### config.mk
export PLATFORM = sky130hd
export DESIGN_NAME = node_input_buffer_flat
export DESIGN_NICKNAME = d
export VERILOG_FILES = /design/src/rtl/noc_pkg.sv /design/src/rtl/node_port.sv /design/src/rtl/flit_fifo_mem.sv /design/src/rtl/node_input_buffer.sv /design/src/flat_wrapper.sv
export SDC_FILE = /design/constraint.sdc
export NUM_CORES = 1
export LEC_CHECK = 0
export BUFFER_PORTS_ARGS = -buffer_cell sky130_fd_sc_hd__buf_2
export CORE_MARGIN = 2
export CORE_UTILIZATION = 54
export DETAILED_ROUTE_END_ITERATION = 10
export PLACE_DENSITY = 0.77
export SYNTH_ARGS = -nofsm -noshare
export SYNTH_HDL_FRONTEND = slang
export SYNTH_SLANG_ARGS = --single-unit
### constraint.sdc
create_clock -name clk -period 2.75 [get_ports clk]
set_clock_uncertainty 0.2 [all_clocks]
set_input_delay 0.1375 -clock clk [delete_from_list [all_inputs] [get_ports clk]]
set_output_delay 0.1375 -clock clk [all_outputs]
set_load 0.02 [all_outputs]
### src/rtl/noc_pkg.sv
// Shared NoC types: the opaque flit carried on every inter-node link.
package noc_pkg;
  localparam int FLIT_W = 8;
  typedef logic [FLIT_W-1:0] flit_t;
endpackage

### src/rtl/node_port.sv
// Inter-node link bundle: flit/enable travel downstream, ack travels back upstream.
interface node_port;
  import noc_pkg::*;
  flit_t flit;
  logic  enable;
  logic  ack;

  modport down(input flit, input enable, output ack);
  modport up(output flit, output enable, input ack);
endinterface

### src/rtl/flit_fifo_mem.sv
// DEPTH x flit_t storage with one write port and one asynchronous read port; contents never reset.
module flit_fifo_mem
  import noc_pkg::*;
#(
  parameter int DEPTH = 4,
  parameter int PTR_W = $clog2(DEPTH)
) (
  input  logic             clk,
  input  logic             wr_en,
  input  logic [PTR_W-1:0] wr_addr,
  input  flit_t            wr_data,
  input  logic [PTR_W-1:0] rd_addr,
  output flit_t            rd_data
);
  flit_t mem [DEPTH];

  always_ff @(posedge clk) begin
    if (wr_en) mem[wr_addr] <= wr_data;
  end

  assign rd_data = mem[rd_addr];
endmodule

### src/rtl/node_input_buffer.sv
// Per-port receive FIFO terminating one inter-node link and re-presenting flits toward the router.
// Optional cut-through when empty: define NODE_INPUT_BUFFER_BYPASS_EN.
module node_input_buffer
  import noc_pkg::*;
#(
  parameter int DEPTH = 4,
  parameter int CNT_W = $clog2(DEPTH + 1)
) (
  input  logic             clk,
  input  logic             rst_n,
  node_port.down           link_in,
  node_port.up             link_out,
  output logic [CNT_W-1:0] occupancy
);
  localparam int PTR_W = $clog2(DEPTH);

  if (DEPTH < 2 || (DEPTH & (DEPTH - 1)) != 0) begin : g_depth_chk
    $error("node_input_buffer: DEPTH must be a power of two and at least 2");
  end

  logic [PTR_W-1:0] wr_ptr;
  logic [PTR_W-1:0] rd_ptr;
  flit_t            rd_data;
  logic             full;
  logic             empty;
  logic             push;
  logic             pop;

  assign full  = (occupancy == CNT_W'(DEPTH));
  assign empty = (occupancy == '0);

  // ack depends on the counter only, so a pop at full cannot open the link this cycle
  assign link_in.ack = !full;

`ifdef NODE_INPUT_BUFFER_BYPASS_EN
  logic bypass_xfer;

  assign link_out.enable = empty ? link_in.enable : 1'b1;
  assign link_out.flit   = empty ? link_in.flit   : rd_data;
  assign bypass_xfer     = empty && link_in.enable && link_out.ack;
  assign push            = link_in.enable && link_in.ack && !bypass_xfer;
  assign pop             = !empty && link_out.ack;
`else
  assign link_out.enable = !empty;
  assign link_out.flit   = rd_data;
  assign push            = link_in.enable && link_in.ack;
  assign pop             = link_out.enable && link_out.ack;
`endif

  flit_fifo_mem #(
    .DEPTH(DEPTH),
    .PTR_W(PTR_W)
  ) u_mem (
    .clk    (clk),
    .wr_en  (push),
    .wr_addr(wr_ptr),
    .wr_data(link_in.flit),
    .rd_addr(rd_ptr),
    .rd_data(rd_data)
  );

  // Pointers wrap naturally because DEPTH is a power of two
  always_ff @(posedge clk or negedge rst_n) begin
    if (!rst_n) begin
      wr_ptr    <= '0;
      rd_ptr    <= '0;
      occupancy <= '0;
    end else begin
      if (push) wr_ptr <= wr_ptr + 1'b1;
      if (pop)  rd_ptr <= rd_ptr + 1'b1;
      unique case ({push, pop})
        2'b10:   occupancy <= occupancy + 1'b1;
        2'b01:   occupancy <= occupancy - 1'b1;
        default: occupancy <= occupancy;
      endcase
    end
  end
endmodule

### src/flat_wrapper.sv
// flat-port wrapper written by rule: the top's interface ports become plain ports
module node_input_buffer_flat import noc_pkg::*;
#(
  parameter int DEPTH = 4,
  parameter int CNT_W = $clog2(DEPTH + 1)
)
  (clk, rst_n, occupancy, link_in_flit, link_in_enable, link_in_ack, link_out_flit, link_out_enable, link_out_ack);
  node_port link_in_i ();
  node_port link_out_i ();
  input  logic clk;
  input  logic rst_n;
  output logic [CNT_W-1:0] occupancy;
  input wire logic [$bits(link_in_i.flit)-1:0] link_in_flit;
  input wire logic [$bits(link_in_i.enable)-1:0] link_in_enable;
  output wire logic [$bits(link_in_i.ack)-1:0] link_in_ack;
  output wire logic [$bits(link_out_i.flit)-1:0] link_out_flit;
  output wire logic [$bits(link_out_i.enable)-1:0] link_out_enable;
  input wire logic [$bits(link_out_i.ack)-1:0] link_out_ack;
  assign link_in_i.flit = link_in_flit;
  assign link_in_i.enable = link_in_enable;
  assign link_in_ack = link_in_i.ack;
  assign link_out_flit = link_out_i.flit;
  assign link_out_enable = link_out_i.enable;
  assign link_out_i.ack = link_out_ack;
  node_input_buffer #(.DEPTH(DEPTH), .CNT_W(CNT_W)) u_core (.clk(clk), .rst_n(rst_n), .link_in(link_in_i), .link_out(link_out_i), .occupancy(occupancy));
endmodule
# Word-level counts from Yosys, hierarchy flattened
# Memory sizes are Yosys's and may differ from the RTL's.
# Index checks and enable logic that the tools add are counted.
dict set report totals {
  input_bits 12
  word_cells 20
  regBits 7
  mem_count 1
  output_inout_bits 13
  ramBits 32
}
# name depth width rd rd_clocked_by_memory_dff wr line_no
set memory_table {}
lappend memory_table {u_core.u_mem.mem 4 8 1 0 1 flit_fifo_mem.sv:15} ;# flit_t mem [DEPTH];
dict set report classes {
  n_addsub 4
  muxes 3
  eq_ne 3
  reduce_logical 6
}
# operator n
set ops {}
lappend ops {{one-hot mux 3 bit (2 select lines)} 1}
lappend ops {{adder 2 x 1 -> 2 bit (second input constant)} 2}
lappend ops {{adder 3 x 1 -> 3 bit (second input constant)} 1}
lappend ops {{== test 3 bit (second input constant)} 1}
lappend ops {{logical NOT 3 bit} 1}
lappend ops {{subtractor 3 x 1 -> 3 bit (second input constant)} 1}
lappend ops {{== test 2 x 1 -> 1 bit (second input constant)} 1}
lappend ops {{== test 2 bit (second input constant)} 1}
lappend ops {{logical AND 1 bit} 2}
lappend ops {{logical NOT 1 bit} 2}
lappend ops {{2-to-1 mux 1 bit} 2}
lappend ops {{nonzero test 2 bit} 1}

# Longest topological paths before layout
# Gate-level depths: netlist (run 1).
dict set report depth {
  ltp_word 5
  depth_mapped 9
  depth_no_buf 9
}

# By module
# From an unflattened synthesis (run 1), not the netlist that was laid out.
dict set report hier_totals {
  hier_cells 74
  hier_area_um2 1540.2
}
# mod area_per_inst_um2 instances cells_each seq_area_each_um2
set by_module_without_submodules {}
lappend by_module_without_submodules {flit_fifo_mem 1188.6 1 46 960.9}
lappend by_module_without_submodules {node_input_buffer 351.6 1 28 175.2}

# Least setup slack after synthesis (run 1)
# Ideal clock, no wire load.
dict set report synth_timing {
  path_type {register to register}
  start {register u_core.occupancy[0]}
  end {register u_core.occupancy[2]}
  path_stages_with_launch 10
  setup_ns 0.080
  setup_slack_ns 0.319
  path_buffers 0
  t_required_ns 2.470
  synth_period_minus_slack_ns 2.431
  t_arrival_ns 2.151
  cell_sequence {dfrtp_1 or3b_4 and2_4 inv_1 ha_1 inv_1 fa_1 xor2_1 nor2_1 xor2_1}
}
dict set report synth_between {
  elab_chain_cells 5
  elab_cells_between_ends 12
  cone_classes {2 x add/sub; 3 x eq/ne; 1 x mux; 6 x reduce/logical}
}
# element line_no
set synth_lines {}
lappend synth_lines {{from (decl)} node_input_buffer.sv:13} ;# output logic [CNT_W-1:0] occupancy
lappend synth_lines {{from (signal assigned)} node_input_buffer.sv:72} ;# 2'b10: occupancy <= occupancy + 1'b1;
lappend synth_lines {{from (signal assigned)} node_input_buffer.sv:73} ;# 2'b01: occupancy <= occupancy - 1'b1;
lappend synth_lines {{from (signal assigned)} node_input_buffer.sv:74} ;# default: occupancy <= occupancy;
lappend synth_lines {{== test 3 bit *} node_input_buffer.sv:29} ;# assign full = (occupancy == CNT_W'(DEPTH));
lappend synth_lines {{logical NOT 1 bit *} node_input_buffer.sv:33} ;# assign link_in.ack = !full;
lappend synth_lines {{net link_in_ack} flat_wrapper.sv:15} ;# output wire logic [$bits(link_in_i.ack)-1:0] link_in_ack;
lappend synth_lines {{logical AND 1 bit *} node_input_buffer.sv:46} ;# assign push = link_in.enable && link_in.ack;
lappend synth_lines {{== test 2 x 1 -> 1 bit / == test 2 bit (equally long branches)} node_input_buffer.sv:71} ;# unique case ({push, pop})
lappend synth_lines {{one-hot mux 3 bit (2 select lines) / nonzero test 2 bit (equally long branches)} --}
# Mark *: on every way through the listed nets, which the timed path passes. The rest lies on a longest branch.
# A chain may end at the register's enable or synchronous reset.

# Final worst setup path (run 1)
dict set report layout_timing {
  start {register u_core.occupancy[0]}
  end {register u_core.occupancy[2]}
}
dict set report layout_between {
  elab_chain_cells 5
  elab_cells_between_ends 12
  cone_classes {2 x add/sub; 3 x eq/ne; 1 x mux; 6 x reduce/logical}
}
# element line_no
set layout_lines {}
lappend layout_lines {{== test 3 bit / logical NOT 3 bit (equally long branches)} {node_input_buffer.sv:29, node_input_buffer.sv:30}}
lappend layout_lines {{logical NOT 1 bit (on tied branches)} {node_input_buffer.sv:33, node_input_buffer.sv:44}}
lappend layout_lines {{logical AND 1 bit (on tied branches)} {node_input_buffer.sv:46, node_input_buffer.sv:47}}
lappend layout_lines {{== test 2 x 1 -> 1 bit / == test 2 bit (equally long branches)} node_input_buffer.sv:71}
lappend layout_lines {{one-hot mux 3 bit (2 select lines) / nonzero test 2 bit (equally long branches)} --}
# Parallel ways exist; a longest one is shown, timed or not.

==> impl_metrics.json, run 1 <==
{
  "finalSetupViolCount": 0,
  "synth_area_leaders": "edfxtp_1 61%, mux4_2 11%, dfrtp_1 11%, ha_1 4.0%, and3_2 1.9%",
  "netlist_instances": 80,
  "yosys.area_share.simple_pct": 4.351,
  "maxSlewHeadroom_pct": 59.96,
  "root_buffer": "clkbuf_4",
  "numCtsBuffers": 5,
  "io_buffers": 24,
  "fin_setup_tns_ns": 0,
  "die_area_um2": 3377,
  "grt-ovfl-total": 0,
  "cts_resized": 0,
  "crit_arrival_ns": 2.48,
  "critPathMaxStageDelay_ns": 0.45,
  "grt_max_degree": 13,
  "synth_xor_area_share_pct": 3.323,
  "leakagePower_nw": 0.7454,
  "reg2regPathDepth": 9,
  "coreArea_um2": 2758,
  "min_path_type": "reg2reg",
  "cp-end-kind": "flop",
  "dr.pass1.iters": 4,
  "crit_type": "reg2reg",
  "finalWeightedCongestion": 0.7273,
  "grtUsageTotal_pct": 17.26,
  "h-tree-depth": 2,
  "row_count": 19,
  "die_y_um": 58.12,
  "antenna_left": 0,
  "grt_setup_unrepaired": "false",
  "synthAdderAreaFrac_pct": 5.222,
  "vias": 806,
  "grt_pass1_wl_um": 3988,
  "synth_area_leader_cell": "edfxtp_1",
  "fillCellCount": 181,
  "wl_per_cell_um": 16.44,
  "placed_area_um2": 1732,
  "netlist.area_leader.share_pct": 60.76,
  "synth_commonest_cells": "32 x edfxtp_1, 8 x mux4_2, 7 x dfrtp_1",
  "regToRegSetupSlack_ns": 0.34,
  "ys_warn_count": 0,
  "setup_ws_ns": 0.3398,
  "ir_drop_v": 0.0007127,
  "min_period_over_period_pct": 87.64,
  "yosysMostFrequentCell": "edfxtp_1",
  "cts.clk_slew.worst_paths_ns": 0.11,
  "synthFlopType": "edfxtp_1",
  "drt-initial-drc-count": 36,
  "post-route-drc-count": 0,
  "fin_hold_ws_ns": 0.3421,
  "hold_depth": 1,
  "crit_chain": "or3b_4 > and2_4 > inv_1 > ha_1 > inv_1 > fa_1 > xor2_1 > nor2_1 > xor2_1",
  "period_needed_ns": 2.410,
  "cts_sinks": 39,
  "antenna_found_initial": 0,
  "pre_cts_slack_ns": 0.3592,
  "max_freq_mhz": 414.9,
  "startpoint_type": "flop",
  "grt_pass1_vias": 871,
  "critical_path_buf_inv_count": 2,
  "dp_hpwl_um": 1652,
  "num_io_pins": 25,
  "multiInputGateArea_um2": 414.1,
  "synth_top_family_by_area": "multiplexers",
  "status": "finished clean",
  "worst_pin_slew_ns": 0.6005,
  "cts_tree": "done",
  "synth_area_per_cell_um2": 19.77,
  "synth_compound_area_share_pct": 0.9494,
  "final_layout_size_suffix_gt1_share_pct": 40.16,
  "holdCritStartpoint": "u_core.occupancy[2]",
  "routed_wl_um": 2515,
  "cts_buffer_depth": 2,
  "crit_slowest_cell": "dfrtp_1",
  "hold_viol": 0,
  "num-nets-final": 139,
  "design_area_um2": 1904,
  "clk_latency_ns": 0.33,
  "synth_cell_type_count": 19,
  "synth_fp_nets": 98,
  "path_delay_family": "simple AND/OR/NAND/NOR gates",
  "critPathMaxFanout": 6,
  "layout-area-overhead-vs-synth_pct": 20.41,
  "hold_end": "u_core.occupancy[2]",
  "start_util_pct": 57.35,
  "synth.ff_latch_count": 39,
  "synth_edf_count": 32,
  "worstReg2RegEnd": "u_core.occupancy[2]",
  "area.sequential_um2": 1136,
  "rr_startpoint": "u_core.occupancy[0]",
  "ys_seq_area_share_pct": 71.84,
  "power_density_nw_per_um2": 1008,
  "die_x_um": 58.12,
  "postSynth.asyncResetShare_pct": 17.95,
  "synthMuxAreaShare_pct": 12.34,
  "antenna_cells": 0,
  "avgViaCountPerCell": 5.268,
  "cap_viol_max_count": 0,
  "drv_slew": 0,
  "worst_ep_required_time_ns": 2.82,
  "synth_area_um2": 1582
}
-- what timing repair did --
item | in CTS | in global routing
hold endpoints to repair | 42 | 0
setup buffers | 0 | 0
hold buffers | 12 | 0
-- cell families (layout without fill, tap and decap cells) --
group           count (synthesis)  count (layout)
compound gates                  2               2
xor+xnor                        6               6
fa+ha+maj                       6               6
buf+inv                         8              50
flops                          39              39
mux                             9               9
simple gates                   10              10
-- layout by cell type, fill, tap and decap left out --
master,synthesis,final
edfxtp_1,32,32
buf_2,1,24
dlygate4sd3_1,0,12
mux4_2,8,8
dfrtp_1,7,7
inv_1,6,6
ha_1,5,5
clkbuf_4,0,5
and3_2,4,4
xnor2_1,3,3
xor2_1,3,3
clkinv_2,0,3
nand2_1,2,2
or3b_4,1,1
and2_4,1,1
or3_2,1,1
o21ai_0,1,1
o31a_2,1,1
mux2_4,1,1
nor2_1,1,1
fa_1,1,1
-- worst max path at each step --
stage,start,end,slack (ns),cells past startpoint
detailed placement,u_core.occupancy[0],u_core.occupancy[2],0.36,9
global route,u_core.occupancy[0],u_core.occupancy[2],0.24,9
floorplan,u_core.occupancy[0],u_core.occupancy[2],0.32,9
CTS,u_core.occupancy[0],u_core.occupancy[2],0.33,9
global placement,u_core.occupancy[0],u_core.occupancy[2],0.43,9
finish,u_core.occupancy[0],u_core.occupancy[2],0.34,9
-- metal layers --
metal / vias to the layer above / global-route usage [%] / wire length [um]
li1: 385 / - / -
met1: 399 / 20.19 / 1022
met2: 18 / 29.22 / 1354
met3: 4 / 6.027 / 99
met4: 0 / 6.977 / 38
met5: - / 0 / 0
-- per-stage QoR --
stage / util (%) / power, W / instances
6_report: 69.06 / 0.001919 / 153
5_1_grt: 69.06 / 0.002042 / 153
4_1_cts: 69.06 / 0.001947 / 153
3_5_place_dp: 62.79 / 0.001669 / 133
3_3_place_gp: 62.79 / 0.001644 / 133
2_1_floorplan: - / 0.001452 / 80
-- area by class of cell --
cell class                 instances  area share [%]
sequential                        39           59.66
multi-input combinational         33           21.75
timing repair buffer              36           12.61
tap                               31           2.037
clock buffer                       5           1.971
inverter                           6           1.183
clock inverter                     3          0.7884
-- power breakdown --
| part | switching, W | total [W] | internal, W |
|---|---|---|---|
| clock network | 0.000176 | 0.000271 | 0.0000952 |
| registers | 0.000134 | 0.000933 | 0.000799 |
| logic | 0.000373 | 0.000716 | 0.000343 |
| total | 0.000682 | 0.00192 | 0.00124 |
-- registers in the layout (all words and copies together), names as in the netlist --
signal / cells
u_core.occupancy: 3
u_core.rd_ptr: 2
u_core.u_mem.mem: 32
u_core.wr_ptr: 2
Note: power is estimated with default switching activity, not from simulation.
==> inputs of run 2 (changes only) <==
--- a/config.mk
+++ b/config.mk
@@ -10,6 +10,7 @@
 export CORE_UTILIZATION = 54
 export DETAILED_ROUTE_END_ITERATION = 10
 export PLACE_DENSITY = 0.77
+export RECOVER_POWER = 100
 export SYNTH_ARGS = -nofsm -noshare
 export SYNTH_HDL_FRONTEND = slang
 export SYNTH_SLANG_ARGS = --single-unit
==> impl_metrics.json, run 2 (synthesis results as in run 1) <==
{
  "status": "finished clean",
  "reg_top3": "u_core.u_mem.mem: 32 flops, u_core.occupancy: 3 flops",
  "die_area_um2": 3377,
  "grt_max_degree": 13,
  "vias": 810,
  "fillCellCount": 196,
  "dr.pass1.iters": 4,
  "clk_latency_ns": 0.33,
  "grt_pass1_wl_um": 3988,
  "h-tree-depth": 2,
  "grt_setup_unrepaired": "false",
  "layout_commonest_cell": "edfxtp_1",
  "cts_tree": "done",
  "grt-ovfl-total": 0,
  "io_buffers": 24,
  "design_area_um2": 1871,
  "leakagePower_nw": 0.6905,
  "row_count": 19,
  "num_io_pins": 25,
  "combPwrFrac_pct": 36.0,
  "rr_startpoint": "u_core.occupancy[0]",
  "cap_viol_max_count": 0,
  "die_y_um": 58.12,
  "start_util_pct": 57.35,
  "swShare_pct": 36.48,
  "antenna_left": 0,
  "post-route-drc-count": 0,
  "power_density_nw_per_um2": 1005,
  "routed_wl_um": 2521,
  "area.sequential_um2": 1136,
  "fin_setup_tns_ns": 0,
  "layout-area-overhead-vs-synth_pct": 18.28,
  "grtUsageTotal_pct": 17.26,
  "dp_hpwl_um": 1652,
  "ir_drop_v": 0.0006870,
  "crit_type": "reg2reg",
  "grt_pass1_vias": 871,
  "critical_path_buf_inv_count": 2,
  "cts_sinks": 39,
  "min_path_type": "reg2reg",
  "startpoint_type": "flop",
  "crit_chain": "or3b_1 > and2_4 > inv_1 > ha_1 > inv_1 > fa_1 > xor2_1 > nor2_1 > xor2_1",
  "avgViaCountPerCell": 5.294,
  "period_needed_ns": 2.464,
  "root_buffer": "clkbuf_4",
  "cts_setup_buffers": 0,
  "maxSlewHeadroom_pct": 60.01,
  "worst_pin_slew_ns": 0.5998,
  "finalSetupViolCount": 0,
  "crit_arrival_ns": 2.53,
  "critPathMaxFanout": 6,
  "wl_per_cell_um": 16.48,
  "die_x_um": 58.12,
  "cp-end-kind": "flop",
  "drt-initial-drc-count": 37,
  "drv_slew": 0,
  "p_int_w": 0.001195,
  "coreArea_um2": 2758,
  "p_switching_w": 0.0006861,
  "top_register": "u_core.u_mem.mem",
  "largest_register_ffs": 32,
  "max_freq_mhz": 405.8,
  "cts_resized": 0,
  "num-nets-final": 139,
  "antenna_found_initial": 0,
  "multiInputGateArea_um2": 406.6,
  "totalPowerFinal_w": 0.001881,
  "critPathMaxStageDelay_ns": 0.48,
  "cts_buffer_depth": 2,
  "regToRegSetupSlack_ns": 0.29,
  "min_period_over_period_pct": 89.60,
  "crit_slowest_cell": "or3b_1",
  "final_cell_mix": "32 x edfxtp_1, 21 x clkbuf_1, 12 x dlygate4sd3_1",
  "path_delay_family": "simple AND/OR/NAND/NOR gates",
  "holdCritStartpoint": "u_core.occupancy[2]",
  "numCtsBuffers": 5,
  "antenna_cells": 0,
  "cts.clk_slew.worst_paths_ns": 0.11,
  "hold_viol": 0,
  "critPathLaunch": "u_core.occupancy[0]",
  "finalWeightedCongestion": 0.7273,
  "placed_area_um2": 1732,
  "final_layout_size_suffix_gt1_share_pct": 18.85,
  "worst_ep_required_time_ns": 2.82,
  "pwr-share-clk_pct": 14.4,
  "seqPwrFrac_pct": 49.6
}
-- run 2: changes by cell type in the layout (fill, tap and decap cells not counted) --
cell      previous run  this run
and3_2               4         0
and3_1               0         4
or3b_1               0         1
buf_2               24         3
or3b_4               1         0
clkbuf_1             0        21
-- run 2: final cells by class --
type | count | area share [%]
clock buffers | 5 | 2.007
clock inverters | 3 | 0.8027
flip-flops and latches | 39 | 60.74
repair buffers | 36 | 11.44
well taps | 31 | 2.074
multi-input cells | 33 | 21.74
inverters | 6 | 1.204
-- run 2: timing repair --
| item | 4_1_cts | 5_1_grt |
|---|---|---|
| endpoints found under the setup margin | 0 | 0 |
| hold buffers | 12 | 0 |
| hold endpoints to repair | 42 | 0 |
-- run 2: path summary, 6_finish.rpt --
check / to / cells past startpoint
max: u_core.occupancy[2] / 9
min: u_core.occupancy[2] / 1
max reg2reg: u_core.occupancy[2] / 9
min reg2reg: u_core.occupancy[2] / 1
max in group asynchronous: u_core.occupancy[2] / 3
min in group asynchronous: u_core.occupancy[1] / 3
-- run 2: worst reg2reg max path, cell delays in order, from the launching register on --
cell,delay (ns)
dfrtp_1,0.45
or3b_1,0.48
and2_4,0.21
inv_1,0.05
ha_1,0.16
inv_1,0.06
fa_1,0.37
xor2_1,0.15
nor2_1,0.11
xor2_1,0.14
-- run 2: power groups by stage --
stage | combinational, W | sequential (W) | clock (W)
floorplan | 0.000560 | 0.000892 | 0
global placement | 0.000702 | 0.000942 | 0
detailed placement | 0.000720 | 0.000948 | 0
CTS | 0.000732 | 0.000936 | 0.000279
global route | 0.000738 | 0.000964 | 0.000301
finish | 0.000677 | 0.000933 | 0.000271
-- run 2: per-stage QoR --
stage               util, %  hold WS [ns]  setup WS (ns)  cells
floorplan                 -       -0.3581         0.3188     80
global placement      62.79       -0.2243         0.4314    133
detailed placement    62.79       -0.2205         0.3592    133
CTS                   69.06        0.3376         0.3321    153
global route          67.83        0.3758         0.1776    153
finish                67.83        0.3391         0.2860    153
-- run 2: metal layers --
layer / GRT usage [%] / part of all wire [%] / vias up
met5: 0 / 0 / -
met4: 6.977 / 1.5 / 0
met3: 6.027 / 4.1 / 4
met2: 29.22 / 54 / 18
met1: 20.19 / 40 / 403
li1: - / - / 385
